## src/rtl/gpio_cfg_serial_loader.sv

```systemverilog
// gpio_cfg_serial_loader
//   Walks the user GPIO configuration chain. On start it reads one CFG_BITS word
//   per pad from a config register file (far-end pad first) and shifts each word
//   MSB first into the daisy-chained pad control blocks. It then pulses
//   serial_load so the shadow registers are transferred to the active pad controls.
//
// Ports
//   clk, resetn          system clock, asynchronous active-low reset
//   start, clear_chain   1-cycle request (only honoured in IDLE); clear_chain=1
//                        pulses serial_resetn before shifting
//   busy, done           sequence in progress / 1-cycle completion pulse
//   cfg_rd, cfg_addr     config read strobe and pad index
//   cfg_data             read data
//   serial_clock         chain shift clock (low outside SHIFT)
//   serial_data          chain data; held stable for a whole bit
//   serial_load          chain transfer strobe (shadow -> active)
//   serial_resetn        chain reset, active low
//
// Read handshake: cfg_rd is a single-cycle strobe with cfg_addr valid in the same
// cycle. The register file must return cfg_data exactly one cycle later. There is
// no ready/backpressure on this interface.
//
// The FSM state is held in state_q, which can be probed hierarchically.
module gpio_cfg_serial_loader #(
  parameter int NUM_PADS = 38,
  parameter int CFG_BITS = 13,
  parameter int CLK_DIV  = 4
) (
  input  logic                        clk,
  input  logic                        resetn,
  input  logic                        start,
  input  logic                        clear_chain,
  output logic                        busy,
  output logic                        done,
  output logic                        cfg_rd,
  output logic [$clog2(NUM_PADS)-1:0] cfg_addr,
  input  logic [CFG_BITS-1:0]         cfg_data,
  output logic                        serial_clock,
  output logic                        serial_data,
  output logic                        serial_load,
  output logic                        serial_resetn
);

  localparam int AW = $clog2(NUM_PADS);
  // One counter serves both the half-bit timer (0..CLK_DIV-1) and the
  // CLR/LOAD timer (0..2*CLK_DIV-1), so it is sized for the longer count.
  localparam int CW = $clog2(2 * CLK_DIV);
  localparam int BW = (CFG_BITS > 1) ? $clog2(CFG_BITS) : 1;

  localparam logic [CW-1:0] HALF_END = CW'(CLK_DIV - 1);
  localparam logic [CW-1:0] LONG_END = CW'(2 * CLK_DIV - 1);
  localparam logic [BW-1:0] BIT_END  = BW'(CFG_BITS - 1);
  localparam logic [AW-1:0] PAD_TOP  = AW'(NUM_PADS - 1);

  typedef enum logic [2:0] {
    S_IDLE,
    S_CLR,
    S_FETCH,
    S_CAPT,
    S_SHIFT,
    S_LOAD,
    S_DONE
  } state_t;

  state_t state_q, state_d;

  logic [CW-1:0]       cnt_q;
  logic [BW-1:0]       bit_q;
  logic                phase_q;     // 0 = low half of a bit, 1 = high half
  logic [AW-1:0]       pad_q;
  logic [CFG_BITS-1:0] sh_q;
  logic [CFG_BITS-1:0] sh_next;
  logic                sdata_q;
  logic                chain_rst_q; // releases the chain one edge after reset

  logic half_done;
  logic long_done;
  logic last_bit;

  always_comb begin
    half_done = (cnt_q == HALF_END);
    long_done = (cnt_q == LONG_END);
    last_bit  = half_done && phase_q && (bit_q == BIT_END);
    sh_next   = sh_q << 1;
  end

  // Next-state logic
  always_comb begin
    state_d = state_q;
    case (state_q)
      S_IDLE:  if (start) state_d = clear_chain ? S_CLR : S_FETCH;
      S_CLR:   if (long_done) state_d = S_FETCH;
      S_FETCH: state_d = S_CAPT;
      S_CAPT:  state_d = S_SHIFT;
      S_SHIFT: if (last_bit) state_d = (pad_q == '0) ? S_LOAD : S_FETCH;
      S_LOAD:  if (long_done) state_d = S_DONE;
      S_DONE:  state_d = S_IDLE;
      default: state_d = S_IDLE;
    endcase
  end

  always_ff @(posedge clk or negedge resetn) begin
    if (!resetn) state_q <= S_IDLE;
    else         state_q <= state_d;
  end

  // Datapath: counters, pad index, shift register and serial data
  always_ff @(posedge clk or negedge resetn) begin
    if (!resetn) begin
      cnt_q       <= '0;
      bit_q       <= '0;
      phase_q     <= 1'b0;
      pad_q       <= '0;
      sh_q        <= '0;
      sdata_q     <= 1'b0;
      chain_rst_q <= 1'b0;
    end else begin
      chain_rst_q <= 1'b1;
      case (state_q)
        S_IDLE: begin
          if (start) begin
            pad_q <= PAD_TOP;
            cnt_q <= '0;
          end
        end
        S_CLR, S_LOAD: begin
          cnt_q <= long_done ? '0 : cnt_q + 1'b1;
        end
        S_CAPT: begin
          // The first bit is driven from the first SHIFT cycle onward.
          sh_q    <= cfg_data;
          sdata_q <= cfg_data[CFG_BITS-1];
          cnt_q   <= '0;
          bit_q   <= '0;
          phase_q <= 1'b0;
        end
        S_SHIFT: begin
          if (half_done) begin
            cnt_q   <= '0;
            phase_q <= ~phase_q;
            // End of the high half closes the bit; data only moves here,
            // i.e. at the same edge serial_clock returns low.
            if (phase_q) begin
              if (bit_q == BIT_END) begin
                bit_q <= '0;
                if (pad_q != '0) pad_q <= pad_q - 1'b1;
              end else begin
                bit_q   <= bit_q + 1'b1;
                sh_q    <= sh_next;
                sdata_q <= sh_next[CFG_BITS-1];
              end
            end
          end else begin
            cnt_q <= cnt_q + 1'b1;
          end
        end
        default: ;
      endcase
    end
  end

  // Outputs decoded from registered state
  always_comb begin
    busy          = (state_q != S_IDLE) && (state_q != S_DONE);
    done          = (state_q == S_DONE);
    cfg_rd        = (state_q == S_FETCH);
    cfg_addr      = pad_q;
    serial_clock  = phase_q;
    serial_data   = sdata_q;
    serial_load   = (state_q == S_LOAD);
    serial_resetn = chain_rst_q && (state_q != S_CLR);
  end

endmodule

```

## config.mk

```make
export PLATFORM = sky130hd
export DESIGN_NAME = gpio_cfg_serial_loader
export DESIGN_NICKNAME = d
export VERILOG_FILES = /design/src/rtl/gpio_cfg_serial_loader.sv
export SDC_FILE = /design/constraint.sdc
export NUM_CORES = 1
export LEC_CHECK = 0
export CORE_MARGIN = 5
export CORE_UTILIZATION = 50
export CTS_CLUSTER_DIAMETER = 120
export DETAILED_ROUTE_END_ITERATION = 16
export GPL_TIMING_DRIVEN = 0
export PLACE_DENSITY = 0.76
export SETUP_SLACK_MARGIN = 0.5
export SYNTH_ARGS = -nofsm -noshare
export SYNTH_HDL_FRONTEND = slang
export SYNTH_SLANG_ARGS = --single-unit
```

## constraint.sdc

```tcl
create_clock -name clk -period 2.6 [get_ports clk]
set_input_delay 0.39 -clock clk [delete_from_list [all_inputs] [get_ports clk]]
set_output_delay 0.39 -clock clk [all_outputs]
set_load 0.01 [all_outputs]
```

# After elaboration in Yosys (flattened, before gate mapping)

Index checks and enable logic that the tools add are counted.

$add $sub $neg: 3
Equal/unequal tests: 20
Muxes and demuxes: 31
Bitwise logic cells: 1
Reduce and logical (&&, ||, !) cells: 18

Operators with widths:

| kind                                                 | count |
|---|---|
| two-way mux 12 bit                                   | 3 |
| two-way mux 6 bit                                    | 5 |
| two-way mux 3 bit                                    | 8 |
| case mux 12 bit (2 select lines)                     | 1 |
| case mux 3 bit (6 select lines)                      | 1 |
| != test 2 bit (second input constant)                | 8 |
| equality test 3 bit (second input constant)          | 4 |
| two-way mux 4 bit                                    | 3 |
| case mux 3 bit (4 select lines)                      | 1 |
| case mux 6 bit (2 select lines)                      | 1 |
| equality test 3 x 2 -> 1 bit (second input constant) | 3 |
| case mux 4 bit (2 select lines)                      | 1 |
| AND reduction 4 bit                                  | 2 |
| logical NOT 6 bit                                    | 1 |
| AND reduction 6 bit                                  | 1 |
| nonzero test 6 bit                                   | 1 |
| subtractor 6 x 1 -> 6 bit (second input constant)    | 1 |
| adder 4 x 1 -> 4 bit (second input constant)         | 1 |
| equality test 4 bit (second input constant)          | 1 |
| logical AND 1 bit                                    | 4 |
| two-way mux 1 bit                                    | 4 |
| case mux 1 bit (2 select lines)                      | 2 |
| AND reduction 2 bit                                  | 2 |
| nonzero test 2 bit                                   | 2 |
| 12 further kinds                                     | 12 |

Flip-flop bits (word level): 31
Bits of input ports: 17

# Logic depth before layout (Yosys ltp)

Depth after elaboration: 6
Gate-level depth with buffers: 7

# Least setup slack after synthesis

OpenSTA, ideal clock, no wires.

Kind: flip-flop to flip-flop
Start: register cnt_q[0]
End: register pad_q[1], in the netlist cfg_addr[1]
Library setup time: 0.125 ns
Arrival: 1.834 ns
Required time: 2.475 ns
Path slack: 0.641 ns
Stages on the path, launching flop included: 8
Period minus slack after synthesis: 1.959 ns
Cell sequence: dfrtp_1 -> ha_1 -> ha_1 -> and3_1 -> o32a_1 -> buf_4 -> nand2_1 -> mux2_2

Longest elaborated chain between the ends: 3

RTL lines:

| what                          | line | source |
|---|---|---|
| start, declared               | 67   | `logic [CW-1:0] cnt_q;` |
| start signal, assigned        | 127  | `cnt_q <= long_done ? '0 : cnt_q + 1'b1;` |
| start signal, assigned        | 154  | `cnt_q <= cnt_q + 1'b1;` |
| equality test 3 x 2 -> 1 bit  | 81   | `half_done = (cnt_q == HALF_END);` |
| != test 2 bit (no line)       | --   |  |
| AND reduction 6 bit (no line) | --   |  |
| end signal, assigned          | 146  | `if (pad_q != '0) pad_q <= pad_q - 1'b1;` |
| end, declared                 | 70   | `logic [AW-1:0] pad_q;` |

Every way passes these cells.
A chain may end at the register's enable or synchronous reset.

# Worst setup path after layout

Start: register state_q[2]
End: output port busy

Longest elaborated chain between the ends: 2

RTL lines:

| what                                                | line | source |
|---|---|---|
| start, declared                                     | 65   | `state_t state_q, state_d;` |
| start signal, assigned                              | 104  | `else state_q <= state_d;` |
| != test 3 bit or nonzero test 3 bit (tied branches) | 164  | `busy = (state_q != S_IDLE) && (state_q != S_DONE);` |
| logical AND 1 bit (*)                               | 164  |  |
| end, declared                                       | 33   | `output logic busy,` |

Every way passes the cells marked *; elsewhere a longest branch is shown, timed or not.

==> key figures <==
Outcome
  • Status: finished, final reports clean

Critical path
  • CP Data Arrival Time: 1.66 ns
  • Critical path launch point type: register
  • Slowest library cell on the worst path: sky130_fd_sc_hd__dfrtp_1
  • Required time of the critical path: 2.21 ns
  • Biggest cell delay along the critical path: 0.40 ns
  • Register-to-register setup slack: 0.58 ns
  • Crit. End Element: output pin
  • CP Max Fanout: 10
  • Register-to-Register Path Depth: 7
  • List of cells traversed by the critical path: buf_4 -> inv_2 -> nor2_4 -> or3_1 -> dlygate4sd2_1
  • Startpoint-to-endpoint class of the critical path: register to output pin

CTS
  • H-tree depth: 2
  • Clock transition at path regs: 0.10 ns
  • Worst-skew pair later-pin latency: 0.34 ns
  • TritonCTS buffer count: 5
  • Post-cts hold buffer count: 0
  • Clock Root Buffer: sky130_fd_sc_hd__clkbuf_4
  • CTS tree: done
  • Clock tree sinks: 31
  • Buffer levels on the longest clock path: 2

Logic synthesis
  • Sequential cell area fraction in the yosys report: 0.442
  • Leading register cell type out of synthesis: sky130_fd_sc_hd__dfrtp_1
  • Count of cell types in the netlist: 46
  • Adder-cell share of the synthesized area: 0.0499
  • Fraction of the mapped netlist area in compound gates: 0.186
  • Leading cell types by total area after synthesis: sky130_fd_sc_hd__dfrtp_1 44%, sky130_fd_sc_hd__mux2i_1 6.8%, sky130_fd_sc_hd__o21ai_0 6.0%
  • Most frequent cell after synthesis: sky130_fd_sc_hd__dfrtp_1
  • Main combinational cell family by area after synthesis: simple AND/OR/NAND/NOR gates
  • Share of synthesized area spent on multiplexers: 0.0812
  • Cell count after synthesis: 183
  • Net Count, Synth: 207
  • Share of flip-flops with an asynchronous set or reset: 1.00
  • Area share of xor/xnor cells in the synthesized design: 0
  • Post-Synthesis Cell Area: 1760 um^2
  • Count of synthesis-stage warnings from yosys: 0
  • List of most frequent post-synthesis cells: 31 x sky130_fd_sc_hd__dfrtp_1, 21 x sky130_fd_sc_hd__o21ai_0, 19 x sky130_fd_sc_hd__nand2_1, 12 x sky130_fd_sc_hd__mux2i_1, 8 x sky130_fd_sc_hd__inv_1
  • Share of the synthesized area in the top cell type: 0.442
  • Syn Area/Cell: 9.60 um^2
  • Cell accounting for the most synthesized area: sky130_fd_sc_hd__dfrtp_1
  • Number of synthesized register bits: 31
  • Simple-gate area share of the yosys netlist: 0.193
  • Number of enable flip-flop cells after synthesis: 0

GRT
  • Wire length of the first global-routing pass: 7040 um
  • Met3 GRT Util: 0.0536
  • Initial antenna violation count: 0
  • Total global-route track usage: 0.175
  • Pin count of the biggest net entering global routing: 32
  • Remaining global-route overflow: 0
  • Global-route track usage on met2: 0.300
  • Met1 track demand over resource: 0.200
  • Highest-utilization routing layer at the global route stage: met2
  • Vias in the first global route: 1610

STA
  • Worst-margin pin slew: 0.691 ns
  • Setup repair after global routing missed its margin: yes
  • Post-route clock period utilization: 0.790
  • Worst max-slew margin expressed relative to the limit: 0.539
  • Maximum clock rate: 487 MHz
  • Max-slew violation count: 0
  • Min Clock Period, post-route: 2.05 ns
  • Final total negative setup slack: 0 ns
  • Final number of setup-violating endpoints: 0
  • Worst Clk Skew: 0.0136 ns
  • Minimum hold slack: 0.0828 ns
  • Endpoints failing hold: 0

Pwr
  • Sequential cell fraction of total power: 0.525
  • Switching power of the nets: 0.000195 W
  • Comb power frac: 0.049
  • Largest voltage drop on the vdd net: 365 uV
  • Net Sw Frac: 0.208
  • Pwr per Cell Area: 418 nW/um^2
  • Cell internal power dissipation: 0.000743 W
  • Clock share of power: 0.426
  • Pleak: 1.08 nW

Routing
  • Final Routed Wirelength: 3960 um
  • 1st-pass router iterations: 4
  • Via count normalized by instance count: 5.48
  • Detail Route Antenna Nets: 0
  • Number of design rule violations left after detail routing: 0
  • Wirelength per Cell: 14.7 um
  • Violation count after the first detailed-routing iteration: 106
  • Routed vias: 1473

Place
  • Placer congestion estimate: 0.821
  • Post-detailed-placement cell area: 2100 um^2
  • Count of buffers inserted at the top-level ports: 29
  • Placed wire-length estimate: 2840 um
  • Placed cell count: 258

Layout
  • Post-route cell area: 2250 um^2
  • Fraction of layout instances using a drive strength above 1: 0.157
  • Area growth from synthesis to layout: 27.9%
  • Number of cells in the finished layout apart from fillers: 269
  • Antenna diode instance count: 0
  • Total Nets Final: 246

Die
  • Cell row count: 21
  • Starting utilization of the core area: 0.522
  • DIE AREA: 4800 um^2
  • Vertical extent of the die: 69.3 um
  • Die boundary width: 69.3 um
  • IO Count: 30
  • Core area: 3360 um^2

Flow run
  • Number of violations of the max-capacitance limit: 0

Hold path
  • Worst Hold Class: primary input to async pin
## per-layer routing
metal / wire length, um / share of wire / up-vias
li1: - / - / 729
met1: 1790 / 0.45 / 698
met2: 1900 / 0.48 / 36
met3: 183 / 0.046 / 10
met4: 92 / 0.023 / 0
met5: 0 / 0 / -
## worst max-delay path, delay by kind of cell, from the launching register on
family,cells,cell delay [ns]
buffers and inverters,3,0.57
DFF,1,0.40
and+or+nand+nor,2,0.37
## power by group through the flow
stage | Sequential, W | Clock (W) | Combinational [W]
finish | 0.000493 | 0.000400 | 0.0000460
detailed placement | 0.000502 | 0 | 0.0000475
CTS | 0.000492 | 0.000408 | 0.0000470
global placement | 0.000502 | 0 | 0.0000473
global route | 0.000493 | 0.000432 | 0.0000527
floorplan | 0.000502 | 0 | 0.00000899
## flip-flops by register name (all words and copies together), names as in the netlist
signal        cells
serial_clock      1
cnt_q             3
bit_q             4
chain_rst_q       1
sh_q             12
serial_data       1
cfg_addr          6
state_q           3
## stage by stage
| stage | setup WS, ns | power (W) | utilization |
|---|---|---|---|
| 4_1_cts | 0.491 | 0.000947 | 0.666 |
| 5_1_grt | 0.473 | 0.000978 | 0.668 |
| 3_5_place_dp | 0.345 | 0.000549 | 0.624 |
| 6_report | 0.547 | 0.000939 | 0.668 |
| 3_3_place_gp | 0.412 | 0.000549 | 0.626 |
| 2_1_floorplan | 0.641 | 0.000511 | - |
## cells by family (layout without fill, tap and decap cells)
kind of cell | after synthesis | count (layout)
AO/OA/AOI/OAI | 50 | 50
multiplexers | 14 | 14
flip-flops | 31 | 31
buffers and inverters | 17 | 57
adder cells (fa/ha/maj) | 7 | 7
other | 1 | 1
AND/OR/NAND/NOR | 63 | 63
## final cells by class
cell class / instances / area, um^2
timing repair buffer: 32 / 302
clock inverter: 2 / 35.0
tap: 46 / 57.6
buffer: 9 / 70.1
sequential: 31 / 777
inverter: 8 / 30.0
fill: 288 / 1120
multi-input combinational: 135 / 925
clock buffer: 6 / 51.3
## path summary, 6_finish.rpt
kind | startpoint | to
max | state_q[2]$_DFFE_PN0P_ | busy
min | resetn | state_q[0]$_DFFE_PN0P_
max reg2reg | cnt_q[0]$_DFFE_PN0P_ | cfg_addr[1]$_DFFE_PN0P_
min reg2reg | serial_data$_DFFE_PN0P_ | serial_data$_DFFE_PN0P_
max in group asynchronous | resetn | state_q[1]$_DFFE_PN0P_
min in group clk | serial_data$_DFFE_PN0P_ | serial_data$_DFFE_PN0P_
## placed cells by master, fill, tap and decap left out, drive strengths merged, types with 2 or more instances in the layout
cell            n
mux2            2
a21oi           7
o31ai           3
dfrtp          31
a22o            2
nor2b           6
clkbuf         10
nand2          19
and3            3
clkdlybuf4s50  23
nand3           7
and2            3
dlygate4sd2     5
a41oi           2
nand2b          6
or2             2
or3             2
inv             8
buf             9
nor2            6
o32ai           2
nor3            3
or3b            2
mux2i          12
o21ai          21
ha              7
o21a            2
## repair_timing
item | CTS | global route
buffers inserted | 3 | 0
endpoints found under the hold margin | 0 | 0
endpoints found under the setup margin | 17 | 14
resized for setup | 18 | 4
Power figures use the tool's default switching activity.
